[src/rtl/ball_motion_ctrl.sv]
`default_nettype none
// +--------------------------------------------------------------------------+
// | ball_motion_ctrl: VSync-derived frame tick plus serve/move/pause ball FSM |
// | Revision: 1.0                                                            |
// +--------------------------------------------------------------------------+
module ball_motion_ctrl #(
  parameter int H_VISIBLE    = 640,
  parameter int V_VISIBLE    = 480,
  parameter int BALL_SIZE    = 10,
  parameter int SERVE_FRAMES = 60,
  parameter int H_STEP_DIV   = 1,
  parameter int V_STEP_DIV   = 2
) (
  input  logic       i_Clk,
  input  logic       i_Rst_L,
  input  logic       i_VSync,
  input  logic       i_Start,
  input  logic       i_Pause,
  output logic [9:0] o_Ball_X,
  output logic [9:0] o_Ball_Y,
  output logic       o_Bounce_X,
  output logic       o_Bounce_Y,
  output logic       o_Frame_Tick,
  output logic [1:0] o_State
);

  localparam logic [9:0] X_MAX = 10'(H_VISIBLE - BALL_SIZE);
  localparam logic [9:0] Y_MAX = 10'(V_VISIBLE - BALL_SIZE);
  localparam logic [9:0] X_CTR = 10'((H_VISIBLE - BALL_SIZE) / 2);
  localparam logic [9:0] Y_CTR = 10'((V_VISIBLE - BALL_SIZE) / 2);
  localparam int SC_W = $clog2(SERVE_FRAMES + 1);
  localparam int HC_W = (H_STEP_DIV > 1) ? $clog2(H_STEP_DIV) : 1;
  localparam int VC_W = (V_STEP_DIV > 1) ? $clog2(V_STEP_DIV) : 1;

  typedef enum logic [1:0] {
    S_IDLE   = 2'd0,
    S_SERVE  = 2'd1,
    S_MOVE   = 2'd2,
    S_PAUSED = 2'd3
  } state_t;

  state_t            state_q;
  logic [2:0]        vs_q;
  logic              tick_q;
  logic [9:0]        x_q, y_q;
  logic              xdir_q, ydir_q;
  logic [SC_W-1:0]   serve_cnt_q;
  logic [HC_W-1:0]   hcnt_q;
  logic [VC_W-1:0]   vcnt_q;
  logic              bounce_x_q, bounce_y_q;

  logic              x_hit, y_hit;
  logic              xdir_d, ydir_d;
  logic [9:0]        x_d, y_d;

  // A ball sitting on the edge it is heading into reflects: direction flips
  // and the same step moves it one pixel back inward.
  always_comb begin
    x_hit  = xdir_q ? (x_q == X_MAX) : (x_q == 10'd0);
    y_hit  = ydir_q ? (y_q == Y_MAX) : (y_q == 10'd0);
    xdir_d = xdir_q ^ x_hit;
    ydir_d = ydir_q ^ y_hit;
    x_d    = xdir_d ? (x_q + 10'd1) : (x_q - 10'd1);
    y_d    = ydir_d ? (y_q + 10'd1) : (y_q - 10'd1);
  end

  always_ff @(posedge i_Clk or negedge i_Rst_L) begin
    if (!i_Rst_L) begin
      state_q     <= S_IDLE;
      vs_q        <= 3'b111;
      tick_q      <= 1'b0;
      x_q         <= X_CTR;
      y_q         <= Y_CTR;
      xdir_q      <= 1'b1;
      ydir_q      <= 1'b1;
      serve_cnt_q <= '0;
      hcnt_q      <= '0;
      vcnt_q      <= '0;
      bounce_x_q  <= 1'b0;
      bounce_y_q  <= 1'b0;
    end else begin
      vs_q       <= {vs_q[1:0], i_VSync};
      tick_q     <= vs_q[2] & ~vs_q[1];
      bounce_x_q <= 1'b0;
      bounce_y_q <= 1'b0;
      if (i_Start) begin
        state_q     <= S_SERVE;
        x_q         <= X_CTR;
        y_q         <= Y_CTR;
        xdir_q      <= ~xdir_q;
        ydir_q      <= 1'b1;
        serve_cnt_q <= '0;
        hcnt_q      <= '0;
        vcnt_q      <= '0;
      end else begin
        case (state_q)
          S_IDLE: ;
          S_SERVE: begin
            if (tick_q) begin
              serve_cnt_q <= serve_cnt_q + 1'b1;
              if (serve_cnt_q == SC_W'(SERVE_FRAMES - 1)) state_q <= S_MOVE;
            end
          end
          S_MOVE: begin
            if (i_Pause) begin
              state_q <= S_PAUSED;
            end else if (tick_q) begin
              if (hcnt_q == HC_W'(H_STEP_DIV - 1)) begin
                hcnt_q     <= '0;
                x_q        <= x_d;
                xdir_q     <= xdir_d;
                bounce_x_q <= x_hit;
              end else begin
                hcnt_q <= hcnt_q + 1'b1;
              end
              if (vcnt_q == VC_W'(V_STEP_DIV - 1)) begin
                vcnt_q     <= '0;
                y_q        <= y_d;
                ydir_q     <= ydir_d;
                bounce_y_q <= y_hit;
              end else begin
                vcnt_q <= vcnt_q + 1'b1;
              end
            end
          end
          S_PAUSED: begin
            if (!i_Pause) state_q <= S_MOVE;
          end
          default: state_q <= S_IDLE;
        endcase
      end
    end
  end

  assign o_Ball_X     = x_q;
  assign o_Ball_Y     = y_q;
  assign o_Bounce_X   = bounce_x_q;
  assign o_Bounce_Y   = bounce_y_q;
  assign o_Frame_Tick = tick_q;
  assign o_State      = state_q;

endmodule
`default_nettype wire

[config.mk]
export PLATFORM = sky130hd
export DESIGN_NAME = ball_motion_ctrl
export DESIGN_NICKNAME = d
export VERILOG_FILES = /design/src/rtl/ball_motion_ctrl.sv
export SDC_FILE = /design/constraint.sdc
export NUM_CORES = 1
export LEC_CHECK = 0
export BUFFER_PORTS_ARGS = -buffer_cell sky130_fd_sc_hd__buf_2
export CAP_MARGIN = 20
export CORE_MARGIN = 4
export CORE_UTILIZATION = 60
export DETAILED_ROUTE_END_ITERATION = 10
export HOLD_SLACK_MARGIN = 0.05
export PLACE_DENSITY = 0.84
export SLEW_MARGIN = 20
export SYNTH_ARGS = -nofsm -noshare
export SYNTH_HDL_FRONTEND = slang
export SYNTH_SLANG_ARGS = --single-unit
[constraint.sdc]
create_clock -name i_Clk -period 4.75 [get_ports i_Clk]
set_input_delay 0.475 -clock i_Clk [delete_from_list [all_inputs] [get_ports i_Clk]]
set_output_delay 0.475 -clock i_Clk [all_outputs]
set_load 0.1 [all_outputs]
==> run metrics, run 1 <==
DR vias/cell=6.170; PortBufs=29; post-synth cell types=47; crit path capture type=register; Worst-Margin Slew=0.8142 ns; Buf/Inv on CP=0; Slew HR=45.72%; height of the die=72.08 um; die area=5196 um^2; gr usage total=23.14%; DR WL/cell=15.95 um; Post-route DRC=0; Final Setup Violations=0; final hold vios=0; clk slew on worst S/H paths=0.08 ns; min Tclk post-route=3.212 ns; die width=72.08 um; Post-Syn Area per Cell=9.124 um^2; Resized cells post-CTS=0; 1st-iter DRT viols=252; PD cells=282.8 nW/um^2; WL final=5536 um; Setup CP Type=register to register; core area=4000 um^2; placed instance area=2633 um^2; PnR worst setup slack=1.538 ns; WP data required=4.96 ns; post-synthesis sequential area ratio=38.45%; Setup Buffers After CTS=0; Cell Area, Synth=2464 um^2; Pre-Repair DR Iteration Count=4; CTS Buf Count=5; final setup TNS=0 ns; CTS sink count=37; initial antenna violation count=0; fin nets=323; num rows=23; top_reg_cell synth=dfrtp_1; Root Driver=clkbuf_8; routed vias=2,141; Worst EP arrival=3.43 ns; number of global-route vias before repair=2,036; unrepaired setup endpoints after global routing=no; Post-synth EDFFs=0; layout cell share with drive strength beyond 1=19.53%; area taken by multi-input logic gates=1455 um^2; pre-CTS setup slack=1.472 ns; CP peak stage delay=0.51 ns; min-delay worst type=input pin to asynchronous set/reset pin; max-slew violation count=0; met2 WL=2637 um; Ys Warns=0; Post-Route M1 WL=2526 um; Antenna Cells=0; H-tree Lvls=2; status=complete, no violations; Synth Register Bits=37; cells after synthesis=270; CP startpoint=o_Ball_Y[0]; cts hold-fix bufs=0; P_leak=1.152 nW; filler instances=325; Max Clock Freq=311.3 MHz; Top Metal Used=met4; maximum number of pins on one net before global-route repair=38; Initial Util=61.59%; final weighted congestion in routability-driven placement=0.8754; IO Count=30; CP Max Fanout=10; worst r2r src=o_Ball_Y[0]; design area=2719 um^2; maximum vdd drop=0.0001143 V; sequential cell area=947.2 um^2; syn nets=297; asr flop ratio synth=100.0%; worst-path cell chain=nor4_1 > a31oi_1 > a31o_2 > ha_1 > a211oi_1 > o21bai_1 > o41ai_1 > o21a_1 > mux2i_1; met3 WL=265 um; crit share post-route=67.63%; hpwl dp=3896 um; global-route wire length before repair=9563 um; area grow syn2layout=10.36%; family with the most delay on the worst path=compound AO/OA/AOI/OAI gates; skew final=0.006634 ns; gr ovfl total=0; # Max-Cap Violations=0; CTS tree=done; Clk Latency, worst-skew pair=0.29 ns; slowest cell on the critical path=nor4_1; Antenna Nets Post-Route=0; critical path launch point type=register; clk buf depth=2
[path summary, 6_finish.rpt]
check	end	slack, ns	cells past startpoint
setup / recovery	o_Ball_Y[9]	1.54	9
hold / removal	o_Ball_Y[2]	0.27	1
setup reg to reg	o_Ball_Y[9]	1.54	9
hold reg to reg	vs_q[1]	0.36	0
max in group asynchronous	o_Ball_Y[4]	3.95	1
min in group i_Clk	vs_q[0]	0.28	1
[cells in the final DEF (no fill, tap or decap), types with 4 or more instances in the layout]
cell type  count
o211ai_1       5
o21ai_0       20
nor2_1        21
clkbuf_8       5
mux2i_1        4
xnor2_1       10
buf_2         29
nor3_1         8
nand2_1       28
inv_1          6
dfstp_2       17
xor2_1         7
a21oi_1       21
a211oi_1       9
nand3_1       11
nor4_1         4
ha_1          20
dfrtp_1       20
[cell usage after synthesis (2+ instances only)]
cell type | count | area [um^2]
nand2_1 | 28 | 105.1
a21oi_1 | 21 | 105.1
nor2_1 | 21 | 78.83
o21ai_0 | 21 | 105.1
dfrtp_1 | 20 | 500.5
ha_1 | 20 | 250.2
dfstp_2 | 17 | 446.7
nand3_1 | 11 | 55.05
xnor2_1 | 10 | 87.58
a211oi_1 | 9 | 67.56
clkbuf_1 | 8 | 30.03
nor3_1 | 8 | 40.04
xor2_1 | 7 | 61.31
inv_1 | 6 | 22.52
o211ai_1 | 5 | 37.54
mux2i_1 | 4 | 40.04
nor4_1 | 4 | 25.02
a21o_1 | 3 | 22.52
a31o_2 | 3 | 26.28
a31oi_1 | 3 | 18.77
nand2b_1 | 3 | 18.77
nand4_1 | 3 | 18.77
o21a_1 | 3 | 22.52
or4_1 | 3 | 22.52
fa_1 | 2 | 40.04
nand4b_1 | 2 | 17.52
nor4b_1 | 2 | 17.52
o21bai_1 | 2 | 15.01
o221ai_1 | 2 | 17.52
or3_1 | 2 | 12.51
[sequential cells by signal, indices dropped and copies added, names as in the netlist]
register / cells
o_Ball_X: 10
o_Ball_Y: 10
o_Bounce_X: 1
o_Bounce_Y: 1
o_Frame_Tick: 1
o_State: 2
serve_cnt_q: 6
vcnt_q: 1
vs_q: 3
xdir_q: 1
ydir_q: 1
[cell families after synthesis]
| kind of cell | after synthesis | synth area share, % |
|---|---|---|
| xor gates and xnor gates | 17 | 6.044 |
| muxes | 4 | 1.625 |
| buffers and inverters | 16 | 2.488 |
| adders and majority gates | 22 | 11.78 |
| AOI/OAI and AO/OA | 81 | 20.87 |
| and+or+nand+nor | 93 | 18.74 |
| DFF | 37 | 38.45 |
[metrics by stage]
step | util, % | hold WS (ns) | cells | power [mW]
after floorplan | - | 0.1794 | 270 | 0.5155
after global placement | 65.81 | 0.3461 | 339 | 0.5528
after detailed placement | 65.81 | 0.3468 | 339 | 0.5566
after CTS | 67.97 | 0.2684 | 347 | 0.7731
after global routing | 67.97 | 0.2656 | 347 | 0.8093
final | 67.97 | 0.2739 | 347 | 0.7689
[metal layers]
metal  global-route usage, %  vias to the layer above
met5                       0                        -
met3                   3.878                       11
met4                   10.02                        0
li1                        -                     1044
met2                   35.29                       77
met1                   32.50                     1009
[layout make-up]
type,count,share of cell area [%]
well taps,50,2.301
clock inverters,3,0.6443
inverters,6,0.8283
flip-flops and latches,37,34.84
clock buffers,5,2.531
repair buffers,29,5.338
multi-input cells,217,53.52
[where the power goes]
| group | total (mW) | internal [mW] | switching (mW) |
|---|---|---|---|
| sequential | 0.347 | 0.331 | 0.0166 |
| clock | 0.215 | 0.101 | 0.114 |
| combinational | 0.206 | 0.0655 | 0.141 |
| total | 0.769 | 0.498 | 0.271 |
[worst register-to-register path: stages (launching register included)]
cell and delay, ns:
dfstp_2 0.42, nor4_1 0.51, a31oi_1 0.18, a31o_2 0.34, ha_1 0.33, a211oi_1 0.30
o21bai_1 0.14, o41ai_1 0.50, o21a_1 0.21, mux2i_1 0.19
Power figures use the tool's default switching activity.
==> run 2, diff against run 1 <==
- CORE_UTILIZATION: 60 -> 58
- PLACE_DENSITY: 0.84 -> 0.82
- clock period: 4.75 -> 3.3 ns (I/O delays scaled with it)
==> run 2 against run 1 <==
Non-clock buffer count is 2 higher. Register-to-register slack got worse by 1.2 ns. First-iteration DRC count down 58%. Flip-flop and latch count unchanged. Clock skew down 0.0019 ns. Core utilization barely moved. Critical path type unchanged. Largest cell class unchanged.
==> run metrics, run 2 (synthesis gave the netlist of run 1 again) <==
CTS tree=done; Finished Core Util=67.96% (about the same); number of global-route vias before repair=2,113 (+3.8%); most common cell after layout, fill and taps aside=buf_2; Final Setup Violations=0 (unchanged); IO Count=30 (unchanged); crit path capture type=register; pre-CTS setup slack=0.1839 ns (-1.288 ns); Max Clock Freq=340.0 MHz (+9.2%); switching power=0.4130 mW (+52%); H-tree Lvls=2 (unchanged); WP data required=3.49 ns (-1.47 ns); Worst-Margin Slew=0.7812 ns (-0.03303 ns); maximum vdd drop=0.0002295 V (+100%); gr ovfl total=0 (unchanged); Inst Count DP=341 (+0.59%); FF-to-FF path depth=10 (+1); status=complete, no violations; CP Max Fanout=9 (-1); height of the die=73.18 um (+1.5%); Antenna Cells=0 (unchanged); fin nets=325 (+0.62%); maximum number of pins on one net before global-route repair=38 (unchanged); min Tclk post-route=2.941 ns (-0.2712 ns); routed vias=2,136 (-0.23%); CP startpoint=o_Ball_X[0]; WL final=5445 um (-1.6%); Setup Buffers After CTS=0 (unchanged); hpwl dp=3836 um (-1.6%); skew final=0.004766 ns (-0.001868 ns); # Max-Cap Violations=0 (unchanged); Root Driver=clkbuf_8; unrepaired setup endpoints after global routing=no; switch share=36.23% (+0.94 points); DR WL/cell=15.60 um (-2.2%); core area=4058 um^2 (+1.4%); Worst EP arrival=3.13 ns (-0.30 ns); Finished Layout Cells=349 (+0.58%); FF-to-FF End=o_Ball_X[6]; PortBufs=29 (unchanged); layout cell share with drive strength beyond 1=21.40% (+1.9 points); area taken by multi-input logic gates=1469 um^2 (+0.95%); Post-route DRC=0 (unchanged); clk buf depth=2 (unchanged); die width=73.18 um (+1.5%); final weighted congestion in routability-driven placement=0.8704 (-0.57%); min-delay worst type=input pin to asynchronous set/reset pin; final hold vios=0 (unchanged); worst r2r src=o_Ball_X[0]; die area=5355 um^2 (+3.1%); sequential share of power=43.8% (-1.4 points); Final Power=1.140 mW (+48%); gr usage total=22.38% (-0.76 points); Clk Latency, worst-skew pair=0.30 ns (about the same); commonest cells after routing, fill and taps aside=29 x buf_2, 28 x nand2_1, 21 x nor2_1, 21 x o21ai_0, 21 x a21oi_1; DR vias/cell=6.120 (-0.81%); critical path launch point type=register; Comb pwr share=26.3% (-0.5 points); CTS Buf Count=5 (unchanged); filler instances=333 (+2.5%); max-slew violation count=0 (unchanged); clk slew on worst S/H paths=0.08 ns (about the same); P_int=0.7270 mW (+46%); Setup CP Type=register to register; global-route wire length before repair=9390 um (-1.8%); flop-to-flop setup slack=0.36 ns (-1.18 ns); Slew HR=47.92% (+2.2 points); area grow syn2layout=11.93%; Antenna Nets Post-Route=0 (unchanged); initial antenna violation count=0 (unchanged); sequential cell area=949.7 um^2 (+0.26%); num rows=23 (unchanged); final setup TNS=0 ns (unchanged); Initial Util=60.72% (-0.87 points); clock group share of total power=29.9% (+1.9 points); PD cells=413.4 nW/um^2 (+46%); crit share post-route=89.12% (+21 points); P_leak=1.170 nW (+1.6%); 1st-iter DRT viols=107 (-58%); Pre-Repair DR Iteration Count=5 (+1); cts hold-fix bufs=0 (unchanged); CTS sink count=37 (unchanged); PnR worst setup slack=0.3590 ns (-1.179 ns)
==> run 2: area by class of cell <==
cell class	instances	share of cell area, %
sequential	37	34.44
clock inverter	3	0.9074
timing repair buffer	31	5.808
clock buffer	5	2.495
inverter	6	0.8167
tap	50	2.269
multi-input combinational	217	53.27
==> run 2: per-layer routing <==
metal	part of all wire [%]	GRT usage, %	vias to the layer above
li1	-	-	1059
met5	0	0	-
met3	4.1	4.683	7
met2	50	37.54	52
met1	45	28.12	1018
met4	1.4	8.607	0
==> run 2: repair_timing <==
action,CTS,global route
gates resized for setup,0,2
hold endpoints to repair,0,0
setup endpoints to repair,0,2
==> run 2: through the flow <==
step           hold WS [ns]  instance area, um^2
6_report             0.1070                 2758
5_1_grt              0.1132                 2758
4_1_cts              0.1185                 2744
3_5_place_dp         0.3498                 2650
3_3_place_gp         0.3459                 2650
2_1_floorplan       0.03441                 2466
==> run 2: critical path, stage by stage, from the launching register on <==
cell	delay, ns
dfstp_2	0.42
or4_1	0.58
nor2_1	0.11
o21ai_0	0.10
buf_4	0.20
ha_1	0.34
a21oi_1	0.10
o21ai_0	0.35
a21oi_1	0.12
a31o_2	0.22
a311o_1	0.30
==> run 2: power groups by stage <==
| stage | clock network (mW) | logic [mW] | registers (mW) |
|---|---|---|---|
| after floorplan | 0 | 0.169 | 0.573 |
| after global placement | 0 | 0.294 | 0.506 |
| after detailed placement | 0 | 0.299 | 0.508 |
| after CTS | 0.344 | 0.300 | 0.499 |
| after global routing | 0.360 | 0.333 | 0.503 |
| final | 0.341 | 0.300 | 0.499 |
==> run 2: worst max-delay path by stage <==
stage	cells after the start	to
after floorplan	9	o_Ball_X[6]
after global placement	9	o_Ball_Y[9]
after detailed placement	9	o_Ball_Y[9]
after CTS	9	o_Ball_Y[9]
after global routing	9	o_Ball_Y[7]
final	10	o_Ball_X[6]
==> run 3, diff against run 2 <==
- PLACE_DENSITY: 0.82 -> not set
- PLACE_DENSITY_LB_ADDON: not set -> 0.3
==> run 3 against run 2 <==
Final cell count unchanged. Maximum frequency down 3.4%. Via count is 3.1% higher. Cell area down 0.27%. Largest power group unchanged. Highest routed layer unchanged.
==> run metrics, run 3 (synthesis gave the netlist of run 1 again) <==
Max Clock Freq=328.6 MHz (-3.4%); Setup Buffers After CTS=0 (unchanged); PnR worst setup slack=0.2567 ns (-0.1023 ns); Worst EP arrival=3.21 ns (+0.08 ns); Buf/Inv on CP=1 (unchanged); FF-to-FF End=o_Ball_X[6]; area grow syn2layout=11.63%; most used cell, CP=o21ai_0; min Tclk post-route=3.043 ns (+0.1023 ns); Setup CP Type=register to register; maximum vdd drop=0.0001902 V (-17%); height of the die=73.18 um (unchanged); initial antenna violation count=0 (unchanged); layout cell share with drive strength beyond 1=21.40% (unchanged); DR WL/cell=15.68 um (+0.53%); Resized cells post-CTS=0 (unchanged); Final Setup Violations=0 (unchanged); hpwl dp=3896 um (+1.6%); filler instances=339 (+1.8%); WP data required=3.47 ns (-0.02 ns); Antenna Cells=0 (unchanged); H-tree Lvls=2 (unchanged); global-route wire length before repair=9397 um (about the same); unrepaired setup endpoints after global routing=no; gr usage total=22.17% (-0.21 points); clk buf depth=2 (unchanged); slowest cell on the critical path=or4_1; most common cell after layout, fill and taps aside=buf_2; CP Max Fanout=7 (-2); area taken by multi-input logic gates=1469 um^2 (unchanged); DR vias/cell=6.312 (+3.1%); sequential cell area=949.7 um^2 (unchanged); PortBufs=29 (unchanged); clk slew on worst S/H paths=0.08 ns (about the same); 1st-iter DRT viols=164 (+53%); min-delay worst type=input pin to asynchronous set/reset pin; pre-CTS setup slack=0.1878 ns (+0.003925 ns); final hold vios=0 (unchanged); cts hold-fix bufs=0 (unchanged); FF-to-FF path depth=10 (unchanged); fin nets=325 (unchanged); Worst-Margin Slew=0.8263 ns (+0.04513 ns); Antenna Nets Post-Route=0 (unchanged); CP peak stage delay=0.54 ns (-0.04 ns); # Max-Cap Violations=0 (unchanged); num rows=23 (unchanged); number of global-route vias before repair=2,074 (-1.8%); Initial Util=60.72% (unchanged); Final Power=1.111 mW (-2.6%); maximum number of pins on one net before global-route repair=38 (unchanged); P_leak=1.169 nW (-0.11%); crit share post-route=92.22% (+3.1 points); WL final=5474 um (+0.53%); family with the most delay on the worst path=compound AO/OA/AOI/OAI gates; Slew HR=44.91% (-3.0 points); gr ovfl total=0 (unchanged); worst-path cell chain=or4_1 > nor2_1 > o21ai_0 > buf_4 > ha_1 > nand2_1 > o21ai_0 > a21oi_1 > a31o_2 > a311o_1; max-slew violation count=0 (unchanged); CTS Buf Count=5 (unchanged); worst r2r src=o_Ball_X[0]; Pre-Repair DR Iteration Count=4 (-1); Post-route DRC=0 (unchanged); crit path capture type=register; final weighted congestion in routability-driven placement=0.9045 (+3.9%); routed vias=2,203 (+3.1%); Clk Latency, worst-skew pair=0.29 ns (about the same); final setup TNS=0 ns (unchanged); die area=5355 um^2 (unchanged); skew final=0.006342 ns (+0.001575 ns); CTS sink count=37 (unchanged); die width=73.18 um (unchanged); critical path launch point type=register; commonest cells after routing, fill and taps aside=29 x buf_2, 28 x nand2_1, 21 x nor2_1, 21 x o21ai_0, 21 x a21oi_1; core area=4058 um^2 (unchanged); CTS tree=done; status=complete, no violations; IO Count=30 (unchanged); flop-to-flop setup slack=0.26 ns (-0.10 ns); Root Driver=clkbuf_8; PD cells=403.9 nW/um^2 (-2.3%)
run 3: power breakdown:
part	switching, mW	leakage [nW]	total [mW]	internal, mW
sequential	0.0226	0.448	0.499	0.476
combinational	0.203	0.677	0.300	0.0970
clock	0.166	0.0439	0.312	0.146
run 3: final cells by class:
cell class / count / area share, %
tap: 50 / 2.275
clock inverter: 3 / 0.6369
sequential: 37 / 34.53
inverter: 6 / 0.8189
multi-input combinational: 217 / 53.41
timing repair buffer: 31 / 5.823
clock buffer: 5 / 2.502
run 3: stage by stage:
step / utilization, % / hold WS [ns] / instance area, um^2 / instances
finish: 67.78 / 0.1345 / 2750 / 349
global route: 67.78 / 0.1179 / 2750 / 349
CTS: 67.44 / 0.1316 / 2736 / 349
detailed placement: 65.31 / 0.3529 / 2650 / 341
global placement: 65.31 / 0.3454 / 2650 / 341
floorplan: - / 0.03441 / 2466 / 270
run 3: routing by layer:
metal	vias to the layer above	share of wire, %	track usage [%]	wire length, um
met5	-	0	0	0
met4	0	1.3	6.352	70
met3	9	5.9	3.581	321
met2	80	48	37.04	2643
met1	1049	45	29.55	2438
li1	1065	-	-	-
run 3: worst max path at each step:
stage / start / endpoint / slack, ns / cells past startpoint
6_report: o_Ball_X[0] / o_Ball_X[6] / 0.26 / 10
5_1_grt: o_Ball_Y[2] / o_Ball_Y[9] / 0.1 / 9
4_1_cts: o_Ball_Y[2] / o_Ball_Y[9] / 0.16 / 9
3_5_place_dp: o_Ball_Y[2] / o_Ball_Y[9] / 0.19 / 9
3_3_place_gp: o_Ball_X[0] / o_Ball_X[6] / 0.36 / 10
2_1_floorplan: o_Ball_X[7] / o_Ball_X[6] / 0.006 / 9
